==> config.mk <==
export PLATFORM = sky130hd
export DESIGN_NAME = fb_fetch_ctrl
export DESIGN_NICKNAME = d
export VERILOG_FILES = /design/src/rtl/fb_fetch_pkg.sv /design/src/rtl/fb_fetch_addr_gen.sv /design/src/rtl/fb_fetch_ctrl.sv
export SDC_FILE = /design/constraint.sdc
export NUM_CORES = 1
export LEC_CHECK = 0
export CORE_MARGIN = 1.5
export CORE_UTILIZATION = 45
export DETAILED_ROUTE_END_ITERATION = 10
export PLACE_DENSITY_LB_ADDON = 0.2
export SKIP_LAST_GASP = 1
export SLEW_MARGIN = 10
export SYNTH_ARGS = -nofsm -noshare
export SYNTH_HDL_FRONTEND = slang
export SYNTH_SLANG_ARGS = --single-unit
==> constraint.sdc <==
create_clock -name clk -period 8.6 [get_ports clk]
set_input_delay 1.72 -clock clk [delete_from_list [all_inputs] [get_ports clk]]
set_output_delay 1.72 -clock clk [all_outputs]
set_load 0.02 [all_outputs]
==> src/rtl/fb_fetch_pkg.sv <==
// Shared definitions for the frame-buffer fetch sequencer: FSM state encoding
// and the width derivations used by the sequencer and its address generator.
package fb_fetch_pkg;

  typedef enum logic [2:0] {
    IDLE     = 3'd0,
    WAIT_BUF = 3'd1,
    REQ      = 3'd2,
    DATA     = 3'd3,
    NEXT     = 3'd4
  } fetch_state_e;

  // Bytes per read beat / buffer word.
  function automatic int bpb(input int data_width);
    return data_width / 8;
  endfunction

  // Width of a burst beat count, 1..burst_len inclusive.
  function automatic int len_w(input int burst_len);
    return $clog2(burst_len) + 1;
  endfunction

  // Width of a word index inside one ping-pong half.
  function automatic int idx_w(input int burst_len);
    return (burst_len > 1) ? $clog2(burst_len) : 1;
  endfunction

endpackage

==> src/rtl/fb_fetch_addr_gen.sv <==
// Frame address walker: holds the current burst address and latched frame end,
// derives the next burst length and whether that burst finishes the frame.
module fb_fetch_addr_gen
  import fb_fetch_pkg::*;
#(
  parameter int ADDR_WIDTH = 32,
  parameter int DATA_WIDTH = 32,
  parameter int BURST_LEN  = 16
) (
  input  logic                          clk,
  input  logic                          resetn,
  input  logic                          load,
  input  logic [ADDR_WIDTH-1:0]         base,
  input  logic [ADDR_WIDTH-1:0]         top,
  input  logic                          advance,
  output logic [ADDR_WIDTH-1:0]         addr,
  output logic [len_w(BURST_LEN)-1:0]   len,
  output logic                          last
);

  localparam int BPB   = bpb(DATA_WIDTH);
  localparam int OFF   = $clog2(BPB);
  localparam int LEN_W = len_w(BURST_LEN);

  logic [ADDR_WIDTH-1:0] addr_reg;
  logic [ADDR_WIDTH-1:0] top_reg;
  logic [ADDR_WIDTH-1:0] remaining;
  logic [ADDR_WIDTH-1:0] step;
  logic [ADDR_WIDTH-1:0] end_addr;

  always_ff @(posedge clk) begin
    if (!resetn) begin
      addr_reg <= '0;
      top_reg  <= '0;
    end else if (load) begin
      addr_reg <= base;
      top_reg  <= top;
    end else if (advance) begin
      addr_reg <= end_addr;
    end
  end

  // Only meaningful while addr_reg < top_reg, which the sequencer guarantees.
  always_comb begin
    remaining = (top_reg - addr_reg) >> OFF;
    if (remaining >= ADDR_WIDTH'(BURST_LEN)) begin
      len = LEN_W'(BURST_LEN);
    end else begin
      len = remaining[LEN_W-1:0];
    end
    step     = ADDR_WIDTH'(len) << OFF;
    end_addr = addr_reg + step;
    last     = (end_addr >= top_reg);
  end

  assign addr = addr_reg;

endmodule

==> src/rtl/fb_fetch_ctrl.sv <==
// Frame-buffer fetch sequencer: walks [base, top) in bursts into a ping-pong
// line buffer. Optional underrun counter via FB_FETCH_UNDERRUN_CNT_EN.
module fb_fetch_ctrl
  import fb_fetch_pkg::*;
#(
  parameter int ADDR_WIDTH = 32,
  parameter int DATA_WIDTH = 32,
  parameter int BURST_LEN  = 16
) (
  input  logic                        clk,
  input  logic                        resetn,
  input  logic [ADDR_WIDTH-1:0]       base_addr_i,
  input  logic [ADDR_WIDTH-1:0]       top_addr_i,
  input  logic                        enable_i,
  input  logic                        frame_start_i,
  input  logic [1:0]                  buf_free_i,
  output logic                        rd_req_o,
  output logic [ADDR_WIDTH-1:0]       rd_addr_o,
  output logic [len_w(BURST_LEN)-1:0] rd_len_o,
  input  logic                        rd_gnt_i,
  input  logic                        rd_valid_i,
  input  logic [DATA_WIDTH-1:0]       rd_data_i,
  output logic                        buf_we_o,
  output logic                        buf_sel_o,
  output logic [idx_w(BURST_LEN)-1:0] buf_waddr_o,
  output logic [DATA_WIDTH-1:0]       buf_wdata_o,
  output logic [1:0]                  buf_fill_o,
  output logic                        frame_done_o,
  output logic                        underrun_o,
`ifdef FB_FETCH_UNDERRUN_CNT_EN
  output logic [15:0]                 underrun_cnt_o,
`endif
  output logic                        busy_o
);

  localparam int BPB   = bpb(DATA_WIDTH);
  localparam int LEN_W = len_w(BURST_LEN);
  localparam int IDX_W = idx_w(BURST_LEN);
  localparam logic [ADDR_WIDTH-1:0] ALIGN_MASK = ~ADDR_WIDTH'(BPB - 1);

  fetch_state_e state_reg, state_next;

  logic                  half_reg, half_next;
  logic [1:0]            full_reg, full_next, full_set;
  logic                  pend_reg, pend_next;
  logic [IDX_W-1:0]      beat_reg, beat_next;
  logic                  rd_req_reg, rd_req_next;
  logic [ADDR_WIDTH-1:0] rd_addr_reg, rd_addr_next;
  logic [LEN_W-1:0]      rd_len_reg, rd_len_next;
  logic                  we_reg, we_next;
  logic                  sel_reg, sel_next;
  logic [IDX_W-1:0]      waddr_reg, waddr_next;
  logic [DATA_WIDTH-1:0] wdata_reg, wdata_next;
  logic [1:0]            fill_reg;
  logic                  done_reg, done_next;
  logic                  underrun_reg;

  logic [ADDR_WIDTH-1:0] base_aligned;
  logic [ADDR_WIDTH-1:0] top_aligned;
  logic                  frame_empty;
  logic                  accept;
  logic                  start_busy;
  logic                  restart;
  logic                  granted;
  logic                  last_beat;
  logic                  load_frame;

  logic [ADDR_WIDTH-1:0] ag_addr;
  logic [LEN_W-1:0]      ag_len;
  logic                  ag_last;

  assign base_aligned = base_addr_i & ALIGN_MASK;
  assign top_aligned  = top_addr_i & ALIGN_MASK;
  assign frame_empty  = (top_aligned <= base_aligned);
  assign accept       = (state_reg == IDLE) && enable_i && (frame_start_i || pend_reg);
  assign start_busy   = frame_start_i && (state_reg != IDLE);
  assign restart      = pend_reg || start_busy;
  assign granted      = rd_req_reg && rd_gnt_i;
  assign last_beat    = (LEN_W'(beat_reg) + LEN_W'(1)) == rd_len_reg;

  fb_fetch_addr_gen #(
    .ADDR_WIDTH (ADDR_WIDTH),
    .DATA_WIDTH (DATA_WIDTH),
    .BURST_LEN  (BURST_LEN)
  ) u_addr_gen (
    .clk     (clk),
    .resetn  (resetn),
    .load    (load_frame),
    .base    (base_aligned),
    .top     (top_aligned),
    .advance (state_reg == NEXT),
    .addr    (ag_addr),
    .len     (ag_len),
    .last    (ag_last)
  );

  // A set from NEXT wins over a same-cycle release of that half.
  for (genvar gi = 0; gi < 2; gi++) begin : g_half
    assign full_set[gi]  = (state_reg == NEXT) && (int'(half_reg) == gi);
    assign full_next[gi] = full_set[gi] | (full_reg[gi] & ~buf_free_i[gi]);
  end

  always_comb begin
    state_next   = state_reg;
    half_next    = half_reg;
    pend_next    = pend_reg | start_busy;
    beat_next    = beat_reg;
    rd_req_next  = 1'b0;
    rd_addr_next = rd_addr_reg;
    rd_len_next  = rd_len_reg;
    we_next      = 1'b0;
    sel_next     = sel_reg;
    waddr_next   = waddr_reg;
    wdata_next   = wdata_reg;
    done_next    = 1'b0;
    load_frame   = 1'b0;

    case (state_reg)
      IDLE: begin
        // A pending restart is consumed here whether or not enable_i admits it.
        pend_next = 1'b0;
        if (accept) begin
          half_next = 1'b0;
          if (frame_empty) begin
            done_next = 1'b1;
          end else begin
            load_frame = 1'b1;
            state_next = WAIT_BUF;
          end
        end
      end

      WAIT_BUF: begin
        if (restart) begin
          state_next = IDLE;
        end else if (!(full_reg[half_reg] && !buf_free_i[half_reg])) begin
          state_next = REQ;
        end
      end

      REQ: begin
        if (granted) begin
          state_next = DATA;
          beat_next  = '0;
        end else if (restart) begin
          state_next = IDLE;
        end else begin
          rd_req_next = 1'b1;
          if (!rd_req_reg) begin
            rd_addr_next = ag_addr;
            rd_len_next  = ag_len;
          end
        end
      end

      DATA: begin
        if (rd_valid_i) begin
          we_next    = 1'b1;
          sel_next   = half_reg;
          waddr_next = beat_reg;
          wdata_next = rd_data_i;
          if (last_beat) begin
            state_next = restart ? IDLE : NEXT;
          end else begin
            beat_next = beat_reg + IDX_W'(1);
          end
        end
      end

      NEXT: begin
        half_next  = ~half_reg;
        done_next  = ag_last;
        state_next = ag_last ? IDLE : WAIT_BUF;
      end

      default: state_next = IDLE;
    endcase
  end

  always_ff @(posedge clk) begin
    if (!resetn) begin
      state_reg    <= IDLE;
      half_reg     <= 1'b0;
      full_reg     <= 2'b00;
      pend_reg     <= 1'b0;
      beat_reg     <= '0;
      rd_req_reg   <= 1'b0;
      rd_addr_reg  <= '0;
      rd_len_reg   <= '0;
      we_reg       <= 1'b0;
      sel_reg      <= 1'b0;
      waddr_reg    <= '0;
      wdata_reg    <= '0;
      fill_reg     <= 2'b00;
      done_reg     <= 1'b0;
      underrun_reg <= 1'b0;
    end else begin
      state_reg    <= state_next;
      half_reg     <= half_next;
      full_reg     <= full_next;
      pend_reg     <= pend_next;
      beat_reg     <= beat_next;
      rd_req_reg   <= rd_req_next;
      rd_addr_reg  <= rd_addr_next;
      rd_len_reg   <= rd_len_next;
      we_reg       <= we_next;
      sel_reg      <= sel_next;
      waddr_reg    <= waddr_next;
      wdata_reg    <= wdata_next;
      fill_reg     <= full_set;
      done_reg     <= done_next;
      underrun_reg <= start_busy;
    end
  end

`ifdef FB_FETCH_UNDERRUN_CNT_EN
  logic [15:0] underrun_cnt_reg;

  always_ff @(posedge clk) begin
    if (!resetn) begin
      underrun_cnt_reg <= '0;
    end else if (start_busy && (underrun_cnt_reg != 16'hFFFF)) begin
      underrun_cnt_reg <= underrun_cnt_reg + 16'd1;
    end
  end

  assign underrun_cnt_o = underrun_cnt_reg;
`endif

  assign rd_req_o     = rd_req_reg;
  assign rd_addr_o    = rd_addr_reg;
  assign rd_len_o     = rd_len_reg;
  assign buf_we_o     = we_reg;
  assign buf_sel_o    = sel_reg;
  assign buf_waddr_o  = waddr_reg;
  assign buf_wdata_o  = wdata_reg;
  assign buf_fill_o   = fill_reg;
  assign frame_done_o = done_reg;
  assign underrun_o   = underrun_reg;
  assign busy_o       = (state_reg != IDLE);

endmodule

==> results of run 1 <==
==> placed cells by master, fill, tap and decap left out, drive strengths merged, types with 10 or more instances in the layout <==
| master | instances |
|---|---|
| o21a | 20 |
| xnor2 | 39 |
| or3 | 10 |
| nand3 | 27 |
| nor2b | 11 |
| a21o | 26 |
| and2 | 11 |
| a21oi | 176 |
| inv | 113 |
| nand4 | 29 |
| ha | 94 |
| nor2 | 123 |
| dfxtp | 149 |
| clkdlybuf4s50 | 178 |
| a211oi | 10 |
| o21ai | 45 |
| a22oi | 11 |
| nor3 | 25 |
| clkbuf | 18 |
| nand2 | 218 |
| a31oi | 12 |
| and3 | 10 |
| nand2b | 11 |
| o211ai | 13 |
| nor4 | 13 |
==> metal layers <==
metal | vias up | wire length, um | GRT usage, %
met4 | 0 | 1010 | 10.6
met1 | 4828 | 13400 | 34.1
met2 | 374 | 15400 | 45.5
met3 | 59 | 2030 | 5.13
li1 | 5069 | - | -
met5 | - | 0 | 0
==> layout make-up <==
type | count | share of cell area [%]
clock inverter | 14 | 1.41
timing repair buffer | 187 | 14.6
sequential | 149 | 23.5
inverter | 103 | 3.07
tap | 280 | 2.76
clock buffer | 18 | 3.39
multi-input combinational | 1046 | 51.2
==> through the flow <==
stage	hold slack, ps	setup WS, ps
after detailed placement	445	748
after global routing	474	28.8
after floorplan	441	1790
after global placement	441	879
after CTS	455	647
final	453	542
==> report_power, final <==
group | total (mW) | switching (mW) | internal [mW]
clock network | 0.785 | 0.341 | 0.444
logic | 0.522 | 0.301 | 0.221
registers | 0.717 | 0.0141 | 0.703
total | 2.02 | 0.657 | 1.37
==> critical path: cells and delay by family, from the launching register on <==
family                     cells  cell delay, ps
AOI/OAI and AO/OA             13            2860
adders and majority gates      4            1460
and+or+nand+nor               12            2600
buffers and inverters          2             280
xor gates and xnor gates       2             280
DFF                            1             430
==> kinds of logic (layout without fill, tap and decap cells) <==
| group | count (synthesis) | in the layout | synth area share, % |
|---|---|---|---|
| fa+ha+maj | 96 | 96 | 12.0 |
| xor+xnor | 48 | 48 | 4.14 |
| other cells | 1 | 2 | 0.0369 |
| flops | 149 | 149 | 29.4 |
| mux | 4 | 4 | 0.407 |
| buf+inv | 173 | 322 | 6.73 |
| compound gates | 383 | 383 | 24.1 |
| simple gates | 513 | 513 | 23.2 |
==> path summary, 6_finish.rpt <==
check / from / endpoint / slack (ps) / cells past startpoint
setup reg to reg: u_addr_gen.addr[2]$_SDFFE_PN0P_ / state_reg[0]$_SDFFE_PN0P_ / 540 / 33
hold / removal: rd_addr_o[3]$_SDFFE_PN0P_ / rd_addr_o[3]$_SDFFE_PN0P_ / 450 / 2
hold reg to reg: rd_addr_o[3]$_SDFFE_PN0P_ / rd_addr_o[3]$_SDFFE_PN0P_ / 450 / 2
setup / recovery: u_addr_gen.addr[2]$_SDFFE_PN0P_ / state_reg[0]$_SDFFE_PN0P_ / 540 / 33
==> impl_summary.md, run 1 <==
Die
Measured along the y axis, the die boundary spans 153 um. The horizontal extent of the die is 153 um. The die footprint is 23,500 um2. Once the floorplan was initialized, standard cells occupied 46.2% of the core.

The area of the core region is 22,000 um2. Row generation in the floorplan step produced 54 rows. The top-level I/O count is 185.

Finish
The register area is 2980 um2. The total inserted antenna cells is 0. The count of cells in the finished layout, fillers not included, comes to 1,797.

The post-route cell area is 12,700 um2. The register with the most flip-flops in the layout has 32 of them. The final layout contains 1,704 nets.

Of the cells placed in the final design, the portion with a size suffix greater than 1 is 4.48%. Summing all multi-input logic gate instances after layout gives 6500 um2. Cells fill 57.7% of the core in the end.

The area growth from synthesis to layout is 24.9%. The final-layout fill cell count is 2,068.

Clock network
The clock tree synthesis step divided the H-tree into 4 levels. Clock tree synthesis selected as its root buffer the cell sky130_fd_sc_hd__clkbuf_16. The clock transition at the registers of the reported paths is 70 ps. Clock latency on the worst-skew pair, taken at its later pin, is 430 ps. The maximum clock insertion buffer count is 2.

Clock tree synthesis inserted a total of 17 buffers. After clock tree synthesis, the setup repair step added 0 buffers. TritonCTS built the clock tree. The number of instances resized during post-cts repair is 0. The post-cts hold buffer count is 0. The total clock sinks is 149.

Placement
Once placement completed, the tool counted placed cells totaling 1,765. The congestion estimate from routability-driven global placement came to 0.949. Buffers placed on the I/O ports in this run total 178.

Summing all placed instances gives a cell area of 12,100 um2. The estimated wirelength of the detail-placed design is 24.4 mm.

Job
The count of maximum capacitance violations is 0.

Synth
The count of different cell masters after synthesis is 81. After synthesis, the share of flip-flops with an asynchronous set or reset is 0%. In this run the mean area of a mapped cell was 7.43 um2. The part of the Yosys area used for sequential elements is 29.4%. In the synthesized netlist, the number of instances is 1,367. The flop and latch count out of synthesis is 149. In the synthesized netlist the dominant register cell turns out to be sky130_fd_sc_hd__dfxtp_1. The biggest area contributor in the post-synthesis netlist is sky130_fd_sc_hd__dfxtp_1. The netlist area before placement is 10,200 um2.

The synthesized design devotes to its leading area cell type 29.4% of total area. Yosys attributes the largest share of cell area to sky130_fd_sc_hd__dfxtp_1, sky130_fd_sc_hd__ha_1, sky130_fd_sc_hd__a21oi_1. Yosys instantiated no cell more often than sky130_fd_sc_hd__nand2_1.

The number of warnings printed during yosys synthesis is 0. Counting instances in the post-synthesis netlist gives the leading cell types as sky130_fd_sc_hd__nand2_1, sky130_fd_sc_hd__a21oi_1, sky130_fd_sc_hd__dfxtp_1, sky130_fd_sc_hd__nor2_1, sky130_fd_sc_hd__inv_1. The synthesized design contains 0 enable-type register cells.

Global route
The wire length of the first global-routing pass is 50.5 mm. For this run, the total global-route usage over all layers was measured as 27.0%. The total overflow left after global routing is 0. The largest net degree at the start of global routing is 82. The number of antenna violations at the first check in global routing came to 0.

The via count of the first global-routing pass is 9,480.

Timing
The slew at the pin closest to its max-slew limit is 882 ps. The final number of setup-violating endpoints is 0. Counting I/O delays and the setup requirement, the final critical path takes 8060 ps.

The final number of max-transition violations is 0. Headroom to the max-slew limit came out at 41.1%. The hold violation count in the final report is 0.

The final clock skew is 11.4 ps. Setup repair after global routing left no endpoint under its margin. The final-layout setup total negative slack is 0 ps. The share of the cycle needed by the critical path after routing is 93.7%. The highest achievable clock rate is 0.124 GHz.

Detailed routing
The DRC marker count from the first detailed-route iteration is 882. Dividing the detail-routed via count by the number of cells gives 5.75. Once detail routing completed, the nets flagged for antenna violations numbered 0. The final layout contains routed wiring with a total length of 31.9 mm. The number of remaining DRC errors is 9. The average wire per cell in the routed design is 17.7 um. The via count is 10,300.

The first detailed-routing pass ran for 9 iterations.

Critical path
The critical path required time is 8920 ps. Of all nets on the critical path, the largest fanout is 7. The cell with the largest stage delay on the worst path is sky130_fd_sc_hd__a2111oi_0. For this run, the slowest stage of the critical path takes 510 ps. The kind of capture point of the worst setup path is a flip-flop. The kind of launch point of the worst setup path is a flip-flop. The class of the most critical setup path is reg -> reg. The endpoint arrival time on the critical path is 8380 ps.

Min path
The worst hold path class is reg -> reg.

Power
Power spread over the standard cell area amounts to 160 nW/um2. The analysis attributes to cell leakage a power of 4.94 nW. Summing internal, switching and leakage power gives 2.02 mW. The worst vdd rail ir drop is 120 uV.

Outcome
The flow ran to the end, but the final reports show violations. The checks that failed: DRC.
No activity file was read; power rests on OpenSTA's default activity.
==> run 2, diff against run 1 <==
--- a/config.mk
+++ b/config.mk
@@ -6,7 +6,7 @@
 export NUM_CORES = 1
 export LEC_CHECK = 0
 export CORE_MARGIN = 1.5
-export CORE_UTILIZATION = 45
+export CORE_UTILIZATION = 50
 export DETAILED_ROUTE_END_ITERATION = 10
 export PLACE_DENSITY_LB_ADDON = 0.2
 export SKIP_LAST_GASP = 1
==> impl_summary.md, run 2 (same netlist as run 1, synthesis figures left out) <==
Critical path
The class of the most critical setup path is reg -> reg. STA classifies the critical path endpoint as a flip-flop. The highest fanout seen on the critical path is 11 (+4). STA classifies the critical path startpoint as a flip-flop.

The largest individual stage delay along the critical path comes from the cell sky130_fd_sc_hd__a2111oi_0. In this run the critical register-to-register path is captured at state_reg[0]$_SDFFE_PN0P_. The critical path required time is 8920 ps (about the same).

The endpoint arrival time on the critical path is 8340 ps (-40 ps). The depth of the worst register-to-register path is 31 (-6.1%). The family of cells with the greatest summed delay on the critical path is simple AND/OR/NAND/NOR gates. The critical path's largest stage delay was 510 ps (about the same).

The reg-to-reg setup timing slack is 590 ps (+40 ps). The total buffers and inverters traversed by the critical path is 2 (unchanged). The worst register-to-register path begins at u_addr_gen.addr[9]$_SDFFE_PN0P_.

Clock network
The clock latency on the worst-skew pair is 430 ps (about the same). The number of clock buffers inserted by TritonCTS is 17 (unchanged). The clock transition at the registers of the reported paths is 70 ps (about the same). The total clock sinks is 149 (unchanged). The TritonCTS clock tree is built. The post-cts hold buffer count came to 0 (unchanged).

CTS placed an instance of sky130_fd_sc_hd__clkbuf_16 at the clock tree root. The setup fix buffers added after clock tree synthesis is 0 (unchanged). The number of levels in the clock H-tree came to 4 (unchanged). The maximum clock insertion buffer count is 2 (unchanged). The number of instances resized during post-cts repair was 0 (unchanged).

Job
The count of maximum capacitance violations is 0 (unchanged).

Placement
The worst-case setup slack after placement is 751 ps (+3.20 ps). The count of input and output buffers is 178 (unchanged). The estimated wirelength of the detail-placed design is 23.3 mm (-4.4%). The placer congestion estimate is 0.973 (+2.5%).

Power
The internal power of the cells is 1.31 mW (-4.1%). The power density over the cells is 156 nW/um2 (-2.1%). The sequential cell fraction of total power came to 36.3% (+0.9 points).

The worst vdd rail ir drop is 139 uV (+16%). The sum of internal, switching and leakage power is 1.97 mW (-2.4%). The leakage dissipation is 4.92 nW (-0.42%). The share of power burned in combinational logic was 26.4% (+0.6 points).

The share of total power consumed by net switching is 33.6% (+1.2 points). The net switching power is 0.664 mW (+1.2%). The relative contribution of the clock network to total power was 37.3% (-1.5 points).

Timing
The hold violation count in the final report was 0 (unchanged). The highest achievable clock rate is 0.125 GHz (+0.55%). The final setup slack of the worst path is 586 ps (+43.9 ps). The slew at the pin closest to its max-slew limit is 961 ps (+78.8 ps). The share of the cycle needed by the critical path after routing is 93.2% (-0.51 points).

The tightest slew margin relative to the limit is 36.0% (-5.1 points). The post-route minimum period is 8010 ps (-43.9 ps). The final worst hold slack is 453 ps (-0.517 ps). Setup repair after global routing left no endpoint under its margin. The final number of max-transition violations is 0 (unchanged). The final-layout setup total negative slack was 0 ps (unchanged). The final number of setup-violating endpoints was 0 (unchanged). The final clock skew came to 12.4 ps (+1.01 ps).

Finish
The fraction of final layout cells with drive strength greater than 1 is 4.55% (+0.066 points). The flip-flop count of the largest register after layout came to 32 (unchanged). The final net count was 1,704 (unchanged).

The total inserted antenna cells is 0 (unchanged). The library cell used most frequently in the layout, excluding fill and tap cells, is sky130_fd_sc_hd__nand2_1. The utilization after layout came to 64.1% (+6.4 points). The final-layout fill cell count is 1,730 (-16%). From synthesis to final layout, the design area changed by 24.5%. In the layout the commonest cells are sky130_fd_sc_hd__nand2_1, sky130_fd_sc_hd__clkdlybuf4s50_1, sky130_fd_sc_hd__a21oi_1.

Min path
The worst min-delay path startpoint is rd_addr_o[6]$_SDFFE_PN0P_. The worst hold path belongs to the class reg -> reg. The count of cells along the worst hold path is 2 (unchanged). The sink of the worst hold path is rd_addr_o[6]$_SDFFE_PN0P_.

Global route
The sum of overflow across all layers after global routing was 0 (unchanged). The overall global routing resource usage is 28.5% (+1.4 points). The number of antenna violations at the first check in global routing is 0 (unchanged). The largest net degree at the start of global routing is 96 (+17%).

The via count of the first global-routing pass is 9,467 (-0.14%). The wire length of the first global-routing pass is 48.8 mm (-3.2%).

Detailed routing
The DRC marker count from the first detailed-route iteration is 737 (-16%). The number of nets with antenna violations after routing is 0 (unchanged). The via count came to 10,300 (+0.15%).

The number of detailed-route iterations in the first pass is 6 (-3). The average wire per cell in the routed design is 17.3 um (-2.6%). The post-detailed-route via-to-cell ratio is 5.81 (+1.0%). The number of remaining DRC errors was 0 (-9).

The total detailed-routing wirelength is 30.8 mm (-3.4%).

Die
The effective utilization at floorplan is 51.5% (+5.3 points). The area of the core region was 19,700 um2 (-10%). The row count came to 51 (-5.6%). The die footprint is 21,200 um2 (-9.8%). The horizontal extent of the die came to 145 um (-5.0%).

The overall die height is 145 um (-5.0%). The top-level I/O count is 185 (unchanged).

Outcome
The run finished with clean final reports.
-- run 2: changes by cell type in the layout (fill, tap and decap cells not counted) --
| cell | previous run | this run |
|---|---|---|
| sky130_fd_sc_hd__clkinv_4 | 1 | 2 |
| sky130_fd_sc_hd__inv_6 | 4 | 3 |
| sky130_fd_sc_hd__bufinv_16 | 2 | 0 |
| sky130_fd_sc_hd__inv_8 | 6 | 4 |
| sky130_fd_sc_hd__clkbuf_1 | 1 | 0 |
| sky130_fd_sc_hd__clkinvlp_4 | 1 | 3 |
| sky130_fd_sc_hd__clkinv_8 | 0 | 3 |
-- run 2: layout make-up --
type | instances | area [um2] | share of cell area, %
inverters | 103 | 389 | 3.08
repair buffers | 187 | 1850 | 14.6
clock buffers | 17 | 425 | 3.37
multi-input cells | 1046 | 6500 | 51.4
well taps | 265 | 332 | 2.62
clock inverters | 15 | 160 | 1.27
flip-flops and latches | 149 | 2980 | 23.6
-- run 2: how the worst max path moves through the flow --
stage | startpoint | cells past startpoint | slack, ps | to
after floorplan | u_addr_gen.addr[2]$_SDFFE_PN0P_ | 32 | 1790 | state_reg[0]$_SDFFE_PN0P_
after global placement | u_addr_gen.addr[2]$_SDFFE_PN0P_ | 33 | 850 | state_reg[0]$_SDFFE_PN0P_
after detailed placement | u_addr_gen.addr[2]$_SDFFE_PN0P_ | 33 | 750 | state_reg[0]$_SDFFE_PN0P_
after CTS | u_addr_gen.addr[2]$_SDFFE_PN0P_ | 33 | 670 | state_reg[0]$_SDFFE_PN0P_
after global routing | u_addr_gen.addr[9]$_SDFFE_PN0P_ | 32 | 110 | state_reg[0]$_SDFFE_PN0P_
final | u_addr_gen.addr[9]$_SDFFE_PN0P_ | 31 | 590 | state_reg[0]$_SDFFE_PN0P_
-- run 2: stage by stage --
stage	std cells	area (um2)
after floorplan	1368	10200
after global placement	1750	12000
after detailed placement	1750	12000
after CTS	1782	12600
after global routing	1782	12600
final	1782	12600
-- run 2: worst min-delay path: stages (launching register included) --
cell	delay, ps
sky130_fd_sc_hd__dfxtp_1	310
sky130_fd_sc_hd__nand2_1	50
sky130_fd_sc_hd__a21oi_1	50
-- run 2: power by group through the flow --
stage	Clock, mW	Combinational [mW]	Sequential [mW]
5_1_grt	0.775	0.571	0.718
2_1_floorplan	0	0.355	0.729
3_5_place_dp	0	0.505	0.732
6_report	0.736	0.522	0.717
3_3_place_gp	0	0.499	0.732
4_1_cts	0.747	0.510	0.716
-- run 2: metal layers --
layer,vias up,wire [um],GRT usage (%)
met5,-,0,0
met4,0,1460,14.7
met3,81,1900,4.42
met2,413,14300,47.0
met1,4774,13100,36.0
li1,5078,-,-
==> run 3, diff against run 2 <==
--- a/config.mk
+++ b/config.mk
@@ -8,7 +8,7 @@
 export CORE_MARGIN = 1.5
 export CORE_UTILIZATION = 50
 export DETAILED_ROUTE_END_ITERATION = 10
-export PLACE_DENSITY_LB_ADDON = 0.2
+export PLACE_DENSITY = 0.74
 export SKIP_LAST_GASP = 1
 export SLEW_MARGIN = 10
 export SYNTH_ARGS = -nofsm -noshare
==> impl_summary.md, run 3 (same netlist as run 1, synthesis figures left out) <==
Outcome
The run finished with clean final reports.

Critical path
The depth of the worst register-to-register path is 32 (+3.2%). The worst register-to-register path begins at u_addr_gen.addr[9]$_SDFFE_PN0P_. STA classifies the critical path startpoint as a flip-flop. The highest fanout seen on the critical path is 11 (unchanged). The dominant cell type by count on the critical path is sky130_fd_sc_hd__o21ai_0. The kind of capture point of the worst setup path is a flip-flop. The endpoint arrival time on the critical path is 8490 ps (+150 ps). The class of the most critical setup path is reg -> reg. The reg-to-reg setup timing slack is 490 ps (-100 ps). The critical path's largest stage delay is 490 ps (-20 ps). On the critical path, the stage with the largest delay is an instance of sky130_fd_sc_hd__a2111oi_0. The critical path required time is 8980 ps (+60 ps). The end of the worst register-to-register path is state_reg[0]$_SDFFE_PN0P_.

Clock network
The clock latency on the worst-skew pair is 440 ps (about the same). The TritonCTS clock tree is built. The post-cts hold buffer count is 0 (unchanged). The root buffer selected by CTS is sky130_fd_sc_hd__clkbuf_16. The number of instances resized during post-cts repair was 0 (unchanged). The clock transition at the registers of the reported paths came to 70 ps (about the same). The number of levels in the clock H-tree is 4 (unchanged). The total clock sinks was 149 (unchanged).

The maximum clock insertion buffer count is 2 (unchanged). The setup fix buffers added after clock tree synthesis is 0 (unchanged). The number of clock buffers inserted by TritonCTS was 17 (unchanged).

Detailed routing
The average wire per cell in the routed design was 18.0 um (+4.2%). The highest metal layer with signal wires is met4. The number of detailed-route iterations in the first pass is 5 (-1). The routed length on met1 is 13.7 mm (+4.2%).

The via count is 10,400 (+0.048%). The post-detailed-route via-to-cell ratio came to 5.81 (+0.10%). The detailed-routed wire length on met2 was 15.3 mm (+6.9%). The total detailed-routing wirelength was 32.1 mm (+4.2%).

The number of nets with antenna violations after routing is 0 (unchanged). The number of remaining DRC errors is 0 (unchanged). The total met3 wirelength after detailed routing is 1.95 mm (+2.7%). The DRC marker count from the first detailed-route iteration is 775 (+5.2%).

Timing
Setup repair after global routing left no endpoint under its margin. The post-route minimum period is 8110 ps (+99.7 ps). The final-layout setup total negative slack came to 0 ps (unchanged). The highest achievable clock rate came to 0.123 GHz (-1.2%). The final number of max-transition violations is 0 (unchanged). The slew at the pin closest to its max-slew limit was 881 ps (-79.1 ps). The final number of setup-violating endpoints was 0 (unchanged). The final clock skew is 18.1 ps (+5.70 ps). The hold violation count in the final report is 0 (unchanged). The share of the cycle needed by the critical path after routing was 94.4% (+1.2 points). The tightest slew margin relative to the limit is 41.1% (+5.1 points).

Power
The leakage dissipation is 4.91 nW (-0.20%). The worst vdd rail ir drop is 132 uV (-5.2%). The power density over the cells is 157 nW/um2 (+0.29%).

Placement
The estimated wirelength of the detail-placed design is 24.4 mm (+4.4%). The count of input and output buffers is 178 (unchanged). The placer congestion estimate is 0.902 (-7.3%). The area of placed instances is 12,000 um2 (unchanged).

Min path
The worst hold path class is reg -> reg. The count of cells along the worst hold path is 2 (unchanged). The worst min-delay path startpoint is rd_addr_o[6]$_SDFFE_PN0P_.

The path with the worst hold slack has its endpoint at rd_addr_o[6]$_SDFFE_PN0P_.

Global route
The number of antenna violations at the first check in global routing came to 0 (unchanged). The wire length of the first global-routing pass is 50.1 mm (+2.5%). The sum of overflow across all layers after global routing is 0 (unchanged).

The overall global routing resource usage is 29.4% (+0.97 points). The via count of the first global-routing pass is 9,604 (+1.4%). The largest net degree at the start of global routing is 82 (-15%).

Die
The die footprint is 21,200 um2 (unchanged). The row count came to 51 (unchanged). The area of the core region is 19,700 um2 (unchanged).

The horizontal extent of the die is 145 um (unchanged). The top-level I/O count is 185 (unchanged). The overall die height is 145 um (unchanged). The effective utilization at floorplan is 51.5% (unchanged).

Finish
The register area is 2980 um2 (unchanged). The final net count is 1,704 (unchanged). The final-layout fill cell count is 1,754 (+1.4%).

The fraction of final layout cells with drive strength greater than 1 was 4.49% (-0.063 points). The area of combinational cells with multiple inputs is 6500 um2 (unchanged). The post-route cell area is 12,600 um2 (-0.16%). The total inserted antenna cells was 0 (unchanged). Leaving out fill and tap cells, the most frequent cell in the layout is sky130_fd_sc_hd__nand2_1. The area growth from synthesis to layout is 24.3%. In the layout the commonest cells are sky130_fd_sc_hd__nand2_1, sky130_fd_sc_hd__clkdlybuf4s50_1, sky130_fd_sc_hd__a21oi_1. The flip-flop count of the largest register after layout was 32 (unchanged).

Job
The count of maximum capacitance violations is 0 (unchanged).
[run 3: critical path, delay by kind of cell, from the launching register on]
family	cells	cell delay, ps
flops	1	470
buf+inv	2	350
compound gates	14	3140
simple gates	12	2530
xor+xnor	1	320
fa+ha+maj	3	1240
[run 3: metrics by stage]
step / total power [mW] / cells / setup WS [ps] / hold slack [ps] / utilization (%)
after floorplan: 1.08 / 1368 / 1790 / 441 / -
after global placement: 1.24 / 1750 / 773 / 441 / 61.1
after detailed placement: 1.24 / 1750 / 759 / 445 / 61.1
after CTS: 1.97 / 1781 / 702 / 454 / 64.0
after global routing: 2.06 / 1781 / 49.7 / 469 / 64.0
final: 1.98 / 1781 / 486 / 451 / 64.0
[run 3: cell type report]
cell class | instances | area share [%]
multi-input combinational | 1046 | 51.5
sequential | 149 | 23.6
timing repair buffer | 187 | 14.7
clock buffer | 17 | 3.37
inverter | 103 | 3.08
tap | 265 | 2.63
clock inverter | 14 | 1.11
[run 3: routing by layer]
layer / GRT usage [%] / vias up
met4: 12.0 / 0
met5: 0 / -
li1: - / 5077
met3: 4.48 / 80
met1: 36.8 / 4807
met2: 50.6 / 387
[run 3: power by group]
group          switching (mW)  total [mW]  internal [mW]
combinational           0.303       0.524          0.220
sequential             0.0148       0.718          0.703
clock                   0.331       0.736          0.405
[run 3: worst max-delay path by stage]
| stage | start | endpoint | slack, ps | cells after the start |
|---|---|---|---|---|
| 6_report | u_addr_gen.addr[9]$_SDFFE_PN0P_ | state_reg[0]$_SDFFE_PN0P_ | 490 | 32 |
| 5_1_grt | u_addr_gen.addr[9]$_SDFFE_PN0P_ | state_reg[0]$_SDFFE_PN0P_ | 50 | 32 |
| 4_1_cts | u_addr_gen.addr[2]$_SDFFE_PN0P_ | state_reg[0]$_SDFFE_PN0P_ | 700 | 33 |
| 3_5_place_dp | u_addr_gen.addr[2]$_SDFFE_PN0P_ | state_reg[0]$_SDFFE_PN0P_ | 760 | 31 |
| 3_3_place_gp | u_addr_gen.addr[2]$_SDFFE_PN0P_ | state_reg[0]$_SDFFE_PN0P_ | 770 | 33 |
| 2_1_floorplan | u_addr_gen.addr[2]$_SDFFE_PN0P_ | state_reg[0]$_SDFFE_PN0P_ | 1790 | 32 |
